<file path="src/rtl/clock_pkg.sv">
// Shared mode encodings and default timing constants for the clock mode controller.
package clock_pkg;

    localparam int MODE_W = 2;

    typedef enum logic [MODE_W-1:0] {
        MODE_RUN      = 2'd0,
        MODE_SET_HOUR = 2'd1,
        MODE_SET_MIN  = 2'd2,
        MODE_SET_SEC  = 2'd3
    } mode_t;

    localparam int HOLD_CYCLES_DEF   = 8;
    localparam int REPEAT_CYCLES_DEF = 4;
    localparam int BLINK_CYCLES_DEF  = 4;

    function automatic int cnt_width(input int max_val);
        return $clog2(max_val + 1);
    endfunction

endpackage

</file>
<file path="src/rtl/btn_repeat.sv">
// Button rising-edge detector with optional hold-to-repeat (macro CLOCK_AUTO_REPEAT_EN).
// A button already high when reset releases must be released before it can fire.
module btn_repeat
    import clock_pkg::*;
#(
    parameter int HOLD_CYCLES   = HOLD_CYCLES_DEF,
    parameter int REPEAT_CYCLES = REPEAT_CYCLES_DEF
) (
    input  logic clk,
    input  logic rst,
    input  logic btn,
    input  logic clr,
    output logic ev
);

    if (HOLD_CYCLES < 1 || REPEAT_CYCLES < 1) begin : g_param_check
        $error("btn_repeat: HOLD_CYCLES and REPEAT_CYCLES must be at least 1");
    end

    logic r_prev;
    logic r_armed;
    logic w_edge;

    assign w_edge = btn & ~r_prev & r_armed & ~clr;

    always_ff @(posedge clk or negedge rst) begin
        if (!rst) begin
            r_prev  <= 1'b0;
            r_armed <= 1'b0;
        end else begin
            r_prev <= btn;
            if (!btn) r_armed <= 1'b1;
        end
    end

`ifdef CLOCK_AUTO_REPEAT_EN
    localparam int CW = cnt_width((HOLD_CYCLES > REPEAT_CYCLES) ? HOLD_CYCLES : REPEAT_CYCLES);

    // r_cnt == 0 means idle; otherwise it counts cycles since the last event.
    logic [CW-1:0] r_cnt;
    logic          r_rep;
    logic [CW-1:0] w_limit;
    logic          w_rep_ev;

    assign w_limit  = r_rep ? CW'(REPEAT_CYCLES) : CW'(HOLD_CYCLES);
    assign w_rep_ev = btn & ~clr & (r_cnt != '0) & (r_cnt == w_limit);

    always_ff @(posedge clk or negedge rst) begin
        if (!rst) begin
            r_cnt <= '0;
            r_rep <= 1'b0;
        end else if (clr || !btn) begin
            r_cnt <= '0;
            r_rep <= 1'b0;
        end else if (w_edge) begin
            r_cnt <= CW'(1);
            r_rep <= 1'b0;
        end else if (w_rep_ev) begin
            r_cnt <= CW'(1);
            r_rep <= 1'b1;
        end else if (r_cnt != '0 && r_cnt != w_limit) begin
            r_cnt <= r_cnt + 1'b1;
        end
    end

    assign ev = w_edge | w_rep_ev;
`else
    assign ev = w_edge;
`endif

endmodule

</file>
<file path="src/rtl/clock_mode_ctrl.sv">
// Mode FSM and field-increment sequencer for the seconds/minutes/hours counter chain.
// Auto-repeat of the increment button is enabled by macro CLOCK_AUTO_REPEAT_EN.
module clock_mode_ctrl
    import clock_pkg::*;
#(
    parameter int HOLD_CYCLES   = HOLD_CYCLES_DEF,
    parameter int REPEAT_CYCLES = REPEAT_CYCLES_DEF,
    parameter int BLINK_CYCLES  = BLINK_CYCLES_DEF
) (
    input  logic              clk,
    input  logic              rst,
    input  logic              tick,
    input  logic              mode_btn,
    input  logic              inc_btn,
    input  logic              sec_wrap,
    input  logic              min_wrap,
    output logic              sec_en,
    output logic              min_en,
    output logic              hour_en,
    output logic              sec_clr,
    output logic [MODE_W-1:0] mode,
    output logic              blink
);

    localparam int BW = cnt_width(BLINK_CYCLES);

    mode_t         r_mode;
    mode_t         w_mode_nxt;
    logic          r_mbtn_prev;
    logic          r_mbtn_armed;
    logic          w_mode_edge;
    logic          w_inc_ev;
    logic [BW-1:0] r_blink_cnt;
    logic [BW-1:0] w_blink_cnt_nxt;
    logic          r_blink_ph;
    logic          w_blink_ph_nxt;
    logic          w_blink_nxt;
    logic          w_sec_en;
    logic          w_min_en;
    logic          w_hour_en;
    logic          w_sec_clr;

    assign w_mode_edge = mode_btn & ~r_mbtn_prev & r_mbtn_armed;

    btn_repeat #(
        .HOLD_CYCLES   (HOLD_CYCLES),
        .REPEAT_CYCLES (REPEAT_CYCLES)
    ) u_inc_btn (
        .clk (clk),
        .rst (rst),
        .btn (inc_btn),
        .clr (w_mode_edge),
        .ev  (w_inc_ev)
    );

    always_ff @(posedge clk or negedge rst) begin
        if (!rst) begin
            r_mode       <= MODE_RUN;
            r_mbtn_prev  <= 1'b0;
            r_mbtn_armed <= 1'b0;
            r_blink_cnt  <= '0;
            r_blink_ph   <= 1'b0;
            sec_en       <= 1'b0;
            min_en       <= 1'b0;
            hour_en      <= 1'b0;
            sec_clr      <= 1'b0;
            blink        <= 1'b0;
        end else begin
            r_mode      <= w_mode_nxt;
            r_mbtn_prev <= mode_btn;
            if (!mode_btn) r_mbtn_armed <= 1'b1;
            r_blink_cnt <= w_blink_cnt_nxt;
            r_blink_ph  <= w_blink_ph_nxt;
            sec_en      <= w_sec_en;
            min_en      <= w_min_en;
            hour_en     <= w_hour_en;
            sec_clr     <= w_sec_clr;
            blink       <= w_blink_nxt;
        end
    end

    always_comb begin
        w_mode_nxt      = r_mode;
        w_sec_en        = 1'b0;
        w_min_en        = 1'b0;
        w_hour_en       = 1'b0;
        w_sec_clr       = 1'b0;
        w_blink_cnt_nxt = '0;
        w_blink_ph_nxt  = 1'b0;
        w_blink_nxt     = 1'b0;

        if (w_mode_edge) begin
            case (r_mode)
                MODE_RUN:      w_mode_nxt = MODE_SET_HOUR;
                MODE_SET_HOUR: w_mode_nxt = MODE_SET_MIN;
                MODE_SET_MIN:  w_mode_nxt = MODE_SET_SEC;
                default:       w_mode_nxt = MODE_RUN;
            endcase
        end

        // w_inc_ev is already suppressed by the inc block on a mode edge.
        case (r_mode)
            MODE_RUN: begin
                w_sec_en  = tick;
                w_min_en  = tick & sec_wrap;
                w_hour_en = tick & sec_wrap & min_wrap;
            end
            MODE_SET_HOUR: w_hour_en = w_inc_ev;
            MODE_SET_MIN:  w_min_en  = w_inc_ev;
            default:       w_sec_clr = w_inc_ev;
        endcase

        if (r_mode != MODE_RUN && !w_mode_edge) begin
            if (r_blink_cnt == BW'(BLINK_CYCLES - 1)) begin
                w_blink_ph_nxt = ~r_blink_ph;
            end else begin
                w_blink_cnt_nxt = r_blink_cnt + 1'b1;
                w_blink_ph_nxt  = r_blink_ph;
            end
            w_blink_nxt = w_blink_ph_nxt & ~w_inc_ev;
        end
    end

    assign mode = r_mode;

endmodule

</file>
<file path="config.mk">
export PLATFORM = sky130hd
export DESIGN_NAME = clock_mode_ctrl
export DESIGN_NICKNAME = d
export VERILOG_FILES = /design/src/rtl/clock_pkg.sv /design/src/rtl/btn_repeat.sv /design/src/rtl/clock_mode_ctrl.sv
export SDC_FILE = /design/constraint.sdc
export NUM_CORES = 1
export LEC_CHECK = 0
export ABC_CLOCK_PERIOD_IN_PS = 2000
export BUFFER_PORTS_ARGS = -buffer_cell sky130_fd_sc_hd__buf_4
export CAP_MARGIN = 20
export CORE_AREA = 2 2 39 41
export CTS_CLUSTER_DIAMETER = 80
export DETAILED_ROUTE_END_ITERATION = 16
export DIE_AREA = 0 0 41 43
export PLACE_DENSITY = 0.77
export SLEW_MARGIN = 20
export SYNTH_ARGS = -nofsm -noshare
export SYNTH_HDL_FRONTEND = slang
export SYNTH_HIERARCHICAL = 1
export SYNTH_SLANG_ARGS = --single-unit
export TNS_END_PERCENT = 1
</file>
<file path="constraint.sdc">
create_clock -name clk -period 2 [get_ports clk]
set_input_delay 0.4 -clock clk [delete_from_list [all_inputs] [get_ports clk]]
set_output_delay 0.4 -clock clk [all_outputs]
set_load 0.1 [all_outputs]
</file>
==> results.ini, run 1 <==
[status]
outcome = completed

[sta]
relSlewSlack_pct = 81.59
layout_setup_ws_ns = 0.5967
period_share_pct = 70.16
finalCriticalPeriod_ns = 1.403
slew_violations = 0
setup_violations = 0
fin_setup_tns_ns = 0
grt_setup_unrepaired = false
clock.fmax_mhz = 712.6
hold_viol = 0
tightest_slew_ns = 0.2784
fin_skew_ns = 0.002336

[cts]
clk_pin_slew_ns = 0.08
cts.sinks = 15
cts_root_buf = clkbuf_4
cts_tree = built
cts_made_buffers = 3
clockBufferDepth = 2
post_cts_buffers = 0
htree_levels = 1
clk_latency_ns = 0.27

[worst_setup_path]
max_stage_delay_ns = 0.42
reg2reg_depth = 4
crit_path_top_delay_cell = dfrtp_1
cp.required_ns = 1.60
r2r-end = hour_en
r2r_setup_slack_ns = 0.73
cp.buffers_inverters = 1
path_cells = buf_4
crit_path_end_kind = output pin
worstReg2RegStart = mode[0]
crit_fanout = 5
start_kind = flip-flop
crit_type = reg2out
crit_family = flip-flops
worst_ep_arrival_time_ns = 1.00

[yosys]
synth_area_leaders = dfrtp_1 61%, ha_1 10%, nand3b_4 3.2%, mux2_4 2.4%, nor3b_1 2.4%
syn_nets = 54
yosysTopAreaCell = dfrtp_1
synth_top_area_share_pct = 60.73
synth_cells = 42
synth.distinct_cells = 19
yosys_warnings = 6
yosysSeqAreaShare_pct = 60.73
avgSynthCellArea_um2 = 14.72
ys_ff_latch = 15
mappedNetlistArea_um2 = 618.1

[floorplanning]
die-area_um2 = 1763
coreArea_um2 = 1384
fp-row-count = 14
ios = 14
die_w_um = 41
initial_utilization_pct = 44.67
die_y_um = 43

[route]
vias_per_cell = 4.763
post-route-drc-count = 0
drtIter0Drc = 2
drt_wl_total_um = 870
met3_length_um = 36
routed.top_layer = met4
num_vias = 362
wl_per_cell_um = 11.45
drt-pass1-iter-count = 2
wl_met2_um = 429
wl_met1_um = 384
antenna_left = 0

[power_and_ir_drop]
p_leak_nw = 0.3911
power_frac_clock_pct = 14.3
power_switching_mw = 0.5376
swShare_pct = 47.03
ir_worst_vdd_mv = 0.8924
p_comb_share_pct = 49.8
p_per_area_nw_per_um2 = 1481
p_int_mw = 0.6056
seq_power_share_pct = 36.0

[worst_hold_path]
holdPathEnd = u_inc_btn/r_prev
worstHoldPathCells = 1
hp-class = in2reg
hp-start = inc_btn

[layout]
fillers = 118
final_nets = 73
drive_above_1_share_pct = 36.67
layout.cells.most_common = dfrtp_1
antenna_cells = 0
area_growth_pct = 24.90
layout_common_cells = 15 x dfrtp_1, 13 x buf_4, 5 x ha_1

[global_route]
grt_start_max_net_pins = 16
grt_pass1_vias = 370
grt_pass1_wl_um = 1504
grt.overflow.total = 0
grt_use_total_pct = 13.19
antenna_found_initial = 0

[place]
hpwlAfterDp_um = 654.8
gp_congestion = 0.7626
place_ws_ns = 0.7192
io_buffers = 13

[job]
drv_cap = 0

repair_timing:
action / in CTS / in global routing
endpoints found under the hold margin: 15 / 0
gates resized for setup: 0 / 0
hold buffers: 1 / 0
power groups by stage:
stage | clock network (mW) | registers [mW] | logic (mW)
2_1_floorplan | 0 | 0.708 | 0.157
3_3_place_gp | 0 | 0.417 | 0.565
3_5_place_dp | 0 | 0.419 | 0.571
4_1_cts | 0.172 | 0.413 | 0.574
5_1_grt | 0.191 | 0.421 | 0.605
6_report | 0.163 | 0.411 | 0.569
metrics by stage:
stage                     hold WS (ns)  utilization (%)  area (um^2)  cells  power (mW)
final                           0.2499            55.79        772.0     76       1.143
after floorplan                 0.1044                -        618.1     42      0.8643
after global routing            0.2302            55.79        772.0     76       1.218
after CTS                       0.2382            55.79        772.0     76       1.159
after global placement          0.2593            53.16        735.7     71      0.9818
after detailed placement        0.2613            53.16        735.7     71      0.9902
area by class of cell:
class                   count  area, um^2  area share (%)
flip-flops and latches     15       375.4           48.62
multi-input cells          24       231.5           29.98
repair buffers             14       107.6           13.94
clock buffers               4       26.28           3.404
well taps                  16       20.02           2.593
inverters                   3       11.26           1.459
state kept, by name, indices dropped and copies added (netlist names):
signal             flops
mode                   2
r_mbtn_prev            1
sec_en                 1
r_mbtn_armed           1
sec_clr                1
r_blink_ph             1
hour_en                1
min_en                 1
r_blink_cnt            3
u_inc_btn/r_armed      1
blink                  1
u_inc_btn/r_prev       1
Yosys cell counts:
cell	count
xnor2_1	1
ha_1	5
a21oi_1	1
nor2b_4	1
dfrtp_1	15
nand2b_1	1
and4bb_1	1
a22o_1	1
nor2_1	1
nor3_1	2
inv_1	3
a32o_1	1
nor3_2	1
and2_1	2
nor3b_1	2
or2b_2	1
nand2b_2	1
nand3b_4	1
mux2_4	1
per-layer routing:
metal  up-vias  GRT usage [%]
li1        178              -
met1       174          16.38
met2         8          17.81
met3         2          4.712
met4         0          10.00
met5         -              0
cell families (layout without fill, tap and decap cells):
family,Yosys count,in the layout,synth area share [%]
buffers and inverters,3,21,1.822
multiplexers,1,1,2.428
flip-flops,15,15,60.73
XOR/XNOR,1,1,1.417
adder cells (fa/ha/maj),5,5,10.12
AND/OR/NAND/NOR,14,14,19.63
AO/OA/AOI/OAI,3,3,3.846
worst max path at each step:
stage / depth (start not counted) / startpoint / endpoint / slack (ns)
3_5_place_dp: 5 / mode_btn / hour_en / 0.72
2_1_floorplan: 4 / mode[0] / hour_en / 0.09
6_report: 1 / mode[1] / mode[1] / 0.60
5_1_grt: 1 / mode[1] / mode[1] / 0.53
4_1_cts: 1 / mode[1] / mode[1] / 0.58
3_3_place_gp: 5 / mode_btn / min_en / 0.72
Power figures use the tool's default switching activity.
==> inputs of run 2 (changes only) <==
- ABC_AREA: not set -> 1
- ABC_CLOCK_PERIOD_IN_PS: 2000 -> 1500
- PLACE_DENSITY: 0.77 -> 0.79
- clock period: 2 -> 1.5 ns (I/O delays scaled with it)
==> run 2 against run 1 <==
Non-clock buffer count stayed put; cell count rose by 33%; first-iteration DRC count fell by 100%; global-route usage increased by 2.2 points; core utilization rose by 2.2 points; sequential power is 34% higher; die area unchanged; clock skew about the same; critical endpoint is now mode[0]; largest power group unchanged; highest routed layer unchanged.
==> results.ini, run 2 <==
[yosys]
yosys_warnings = 6  ; unchanged
synth.distinct_cells = 11  ; was 19
mappedNetlistArea_um2 = 645.6  ; was 618.1 um^2
synth_cells = 67  ; was 42
synthMostInstantiatedCell = nand2_1  ; was dfrtp_1
synth_top_area_share_pct = 58.14  ; was 60.73%
synth_common_cells = 18 x nand2_1, 15 x dfrtp_1, 12 x inv_1, 7 x nor2_1, 5 x ha_1  ; was 15 x dfrtp_1, 5 x ha_1, 3 x inv_1
syn_nets = 79  ; was 54
avgSynthCellArea_um2 = 9.636  ; was 14.72 um^2
yosysTopAreaCell = dfrtp_1  ; unchanged
yosysSeqAreaShare_pct = 58.14  ; was 60.73%
ys_ff_latch = 15  ; unchanged
synth-edff-count = 0  ; unchanged
synth_area_leaders = dfrtp_1 58%, nand2_1 10%, ha_1 9.7%, inv_1 7.0%, nor2_1 4.1%  ; was dfrtp_1 61%, ha_1 10%, nand3b_4 3.2%, mux2_4 2.4%, nor3b_1 2.4%
ys.flop_type = dfrtp_1  ; unchanged
synth-async-reset-ratio_pct = 100.0  ; unchanged

[route]
antenna_left = 0  ; unchanged
post-route-drc-count = 0  ; unchanged
vias_per_cell = 4.356  ; was 4.763
drt_wl_total_um = 968  ; was 870 um
drtIter0Drc = 0  ; was 2
num_vias = 440  ; was 362
drt-pass1-iter-count = 1  ; was 2
wl_per_cell_um = 9.584  ; was 11.45 um

[power_and_ir_drop]
p_per_area_nw_per_um2 = 1891  ; was 1481 nW/um^2
p_comb_share_pct = 48.9  ; was 49.8%
swShare_pct = 48.75  ; was 47.03%
ir_worst_vdd_mv = 1.240  ; was 0.8924 mV
seq_power_share_pct = 36.2  ; was 36.0%
power_switching_mw = 0.7394  ; was 0.5376 mW
power_frac_clock_pct = 14.9  ; was 14.3%
p_int_mw = 0.7772  ; was 0.6056 mW
p_leak_nw = 0.4581  ; was 0.3911 nW

[layout]
regMostFlops = r_blink_cnt  ; unchanged
layout.cells.most_common = nand2_1  ; was dfrtp_1
layout_common_cells = 18 x nand2_1, 13 x dfrtp_1, 13 x buf_4  ; was 15 x dfrtp_1, 13 x buf_4, 5 x ha_1
fillers = 122  ; was 118
largest_reg_flops = 3  ; unchanged
area_growth_pct = 24.22  ; was 24.90%
antenna_cells = 0  ; unchanged
drive_above_1_share_pct = 27.06  ; was 36.67%
final_nets = 98  ; was 73
final_cell_count_no_fill = 101  ; was 76
fin_area_um2 = 802.0  ; was 772.0 um^2

[worst_setup_path]
r2r_setup_slack_ns = 0.38  ; was 0.73 ns
cp.depth = 1  ; unchanged
max_stage_delay_ns = 0.41  ; was 0.42 ns
crit_path_top_delay_cell = dfrtp_2  ; was dfrtp_1
crit_fanout = 5  ; unchanged
crit_path_end_kind = output pin  ; unchanged
cp.buffers_inverters = 1  ; unchanged
worstReg2RegStart = r_mbtn_armed  ; was mode[0]
crit_type = reg2out  ; unchanged
reg2reg_depth = 8  ; was 4
worst_ep_arrival_time_ns = 0.99  ; was 1.00 ns
cp.required_ns = 1.20  ; was 1.60 ns
r2r-end = blink  ; was hour_en
start_kind = flip-flop  ; unchanged
path_cells = buf_4  ; unchanged
crit_family = flip-flops  ; unchanged

[floorplanning]
initial_utilization_pct = 46.65  ; was 44.67%
die-area_um2 = 1763  ; unchanged
ios = 14  ; unchanged
fp-row-count = 14  ; unchanged
die_y_um = 43  ; unchanged
coreArea_um2 = 1384  ; unchanged
die_w_um = 41  ; unchanged

[place]
gp_congestion = 0.6493  ; was 0.7626
io_buffers = 13  ; unchanged
hpwlAfterDp_um = 726.4  ; was 654.8 um
dp_cells = 96  ; was 71
place_area_um2 = 765.7  ; was 735.7 um^2

[global_route]
grt_pass1_vias = 442  ; was 370
antenna_found_initial = 0  ; unchanged
grt_use_total_pct = 15.38  ; was 13.19%
grt_pass1_wl_um = 1731  ; was 1504 um
grt.overflow.total = 0  ; unchanged
grt_start_max_net_pins = 16  ; unchanged

[sta]
tightest_slew_ns = 0.2788  ; was 0.2784 ns
setup_violations = 0  ; unchanged
fin_skew_ns = 0.002584  ; was 0.002336 ns
relSlewSlack_pct = 81.56  ; was 81.59%
hold_viol = 0  ; unchanged
finalCriticalPeriod_ns = 1.291
period_share_pct = 86.09
grt_setup_unrepaired = false  ; unchanged
clock.fmax_mhz = 774.4
fin_setup_tns_ns = 0  ; unchanged
slew_violations = 0  ; unchanged

[cts]
cts_resized = 0  ; unchanged
cts_root_buf = clkbuf_4  ; unchanged
cts_made_buffers = 3  ; unchanged
clk_latency_ns = 0.28  ; was 0.27 ns
cts_tree = built  ; unchanged
clockBufferDepth = 2  ; unchanged
cts.sinks = 15  ; unchanged
htree_levels = 1  ; unchanged
clk_pin_slew_ns = 0.08  ; about the same

[worst_hold_path]
holdPathEnd = u_inc_btn/r_prev  ; unchanged
hp-start = inc_btn  ; unchanged
hp-class = in2reg  ; unchanged
worstHoldPathCells = 1  ; unchanged

[status]
outcome = completed  ; unchanged

[job]
drv_cap = 0  ; unchanged

==> run 2: metal layers <==
metal	GRT usage (%)	vias up	wire length (um)	share of wire, %
met3	1.571	4	35	3.6
met2	20.94	11	476	49
li1	-	231	-	-
met1	18.28	194	398	41
met5	0	-	0	0
met4	18.00	0	57	5.9
==> run 2: cell type report <==
cell class	instances	area, um^2	area share [%]
inverters	13	48.80	6.084
flip-flops and latches	15	377.9	47.11
well taps	16	20.02	2.496
repair buffers	14	107.6	13.42
clock buffers	4	26.28	3.276
multi-input cells	39	221.5	27.61
==> run 2: power groups by stage <==
stage / registers [mW] / logic, mW / clock network [mW]
global placement: 0.552 / 0.729 / 0
CTS: 0.551 / 0.751 / 0.237
detailed placement: 0.558 / 0.743 / 0
global route: 0.560 / 0.810 / 0.246
finish: 0.549 / 0.741 / 0.227
floorplan: 0.915 / 0.219 / 0
==> run 2: cells by family after synthesis <==
| group | synth area share (%) |
|---|---|
| AO/OA/AOI/OAI | 0.7745 |
| adder cells (fa/ha/maj) | 9.690 |
| flip-flops | 58.14 |
| AND/OR/NAND/NOR | 23.84 |
| buffers and inverters | 7.557 |
==> run 2: worst max-delay path by stage <==
stage / start / to
final: mode[0] / mode[0]
after floorplan: mode[0] / hour_en
after global placement: mode_btn / blink
after detailed placement: mode_btn / blink
after CTS: mode[0] / mode[0]
after global routing: mode[0] / mode[0]
==> run 2: worst register-to-register path, stage by stage (launching register included) <==
cell and delay (ns):
dfrtp_1 0.41, nand3b_4 0.12, inv_2 0.04, inv_1 0.04
nand2_1 0.04, nor2_1 0.18, inv_1 0.06, nand3_1 0.08
nor2_1 0.04
==> run 2: through the flow <==
| step | worst slack [ns] | power [mW] | hold slack [ns] | utilization (%) |
|---|---|---|---|---|
| final | 0.2086 | 1.517 | 0.1384 | 57.96 |
| after global routing | 0.1671 | 1.616 | 0.1317 | 57.96 |
| after CTS | 0.1936 | 1.539 | 0.1321 | 57.96 |
| after detailed placement | 0.3547 | 1.301 | 0.1619 | 55.33 |
| after global placement | 0.3825 | 1.281 | 0.1584 | 55.33 |
| after floorplan | 0.1305 | 1.134 | 0.004409 | - |
==> run 2: what timing repair did <==
action / 4_1_cts / 5_1_grt
buffers inserted: 0 / 0
hold buffers: 1 / 0
hold endpoints to repair: 15 / 0
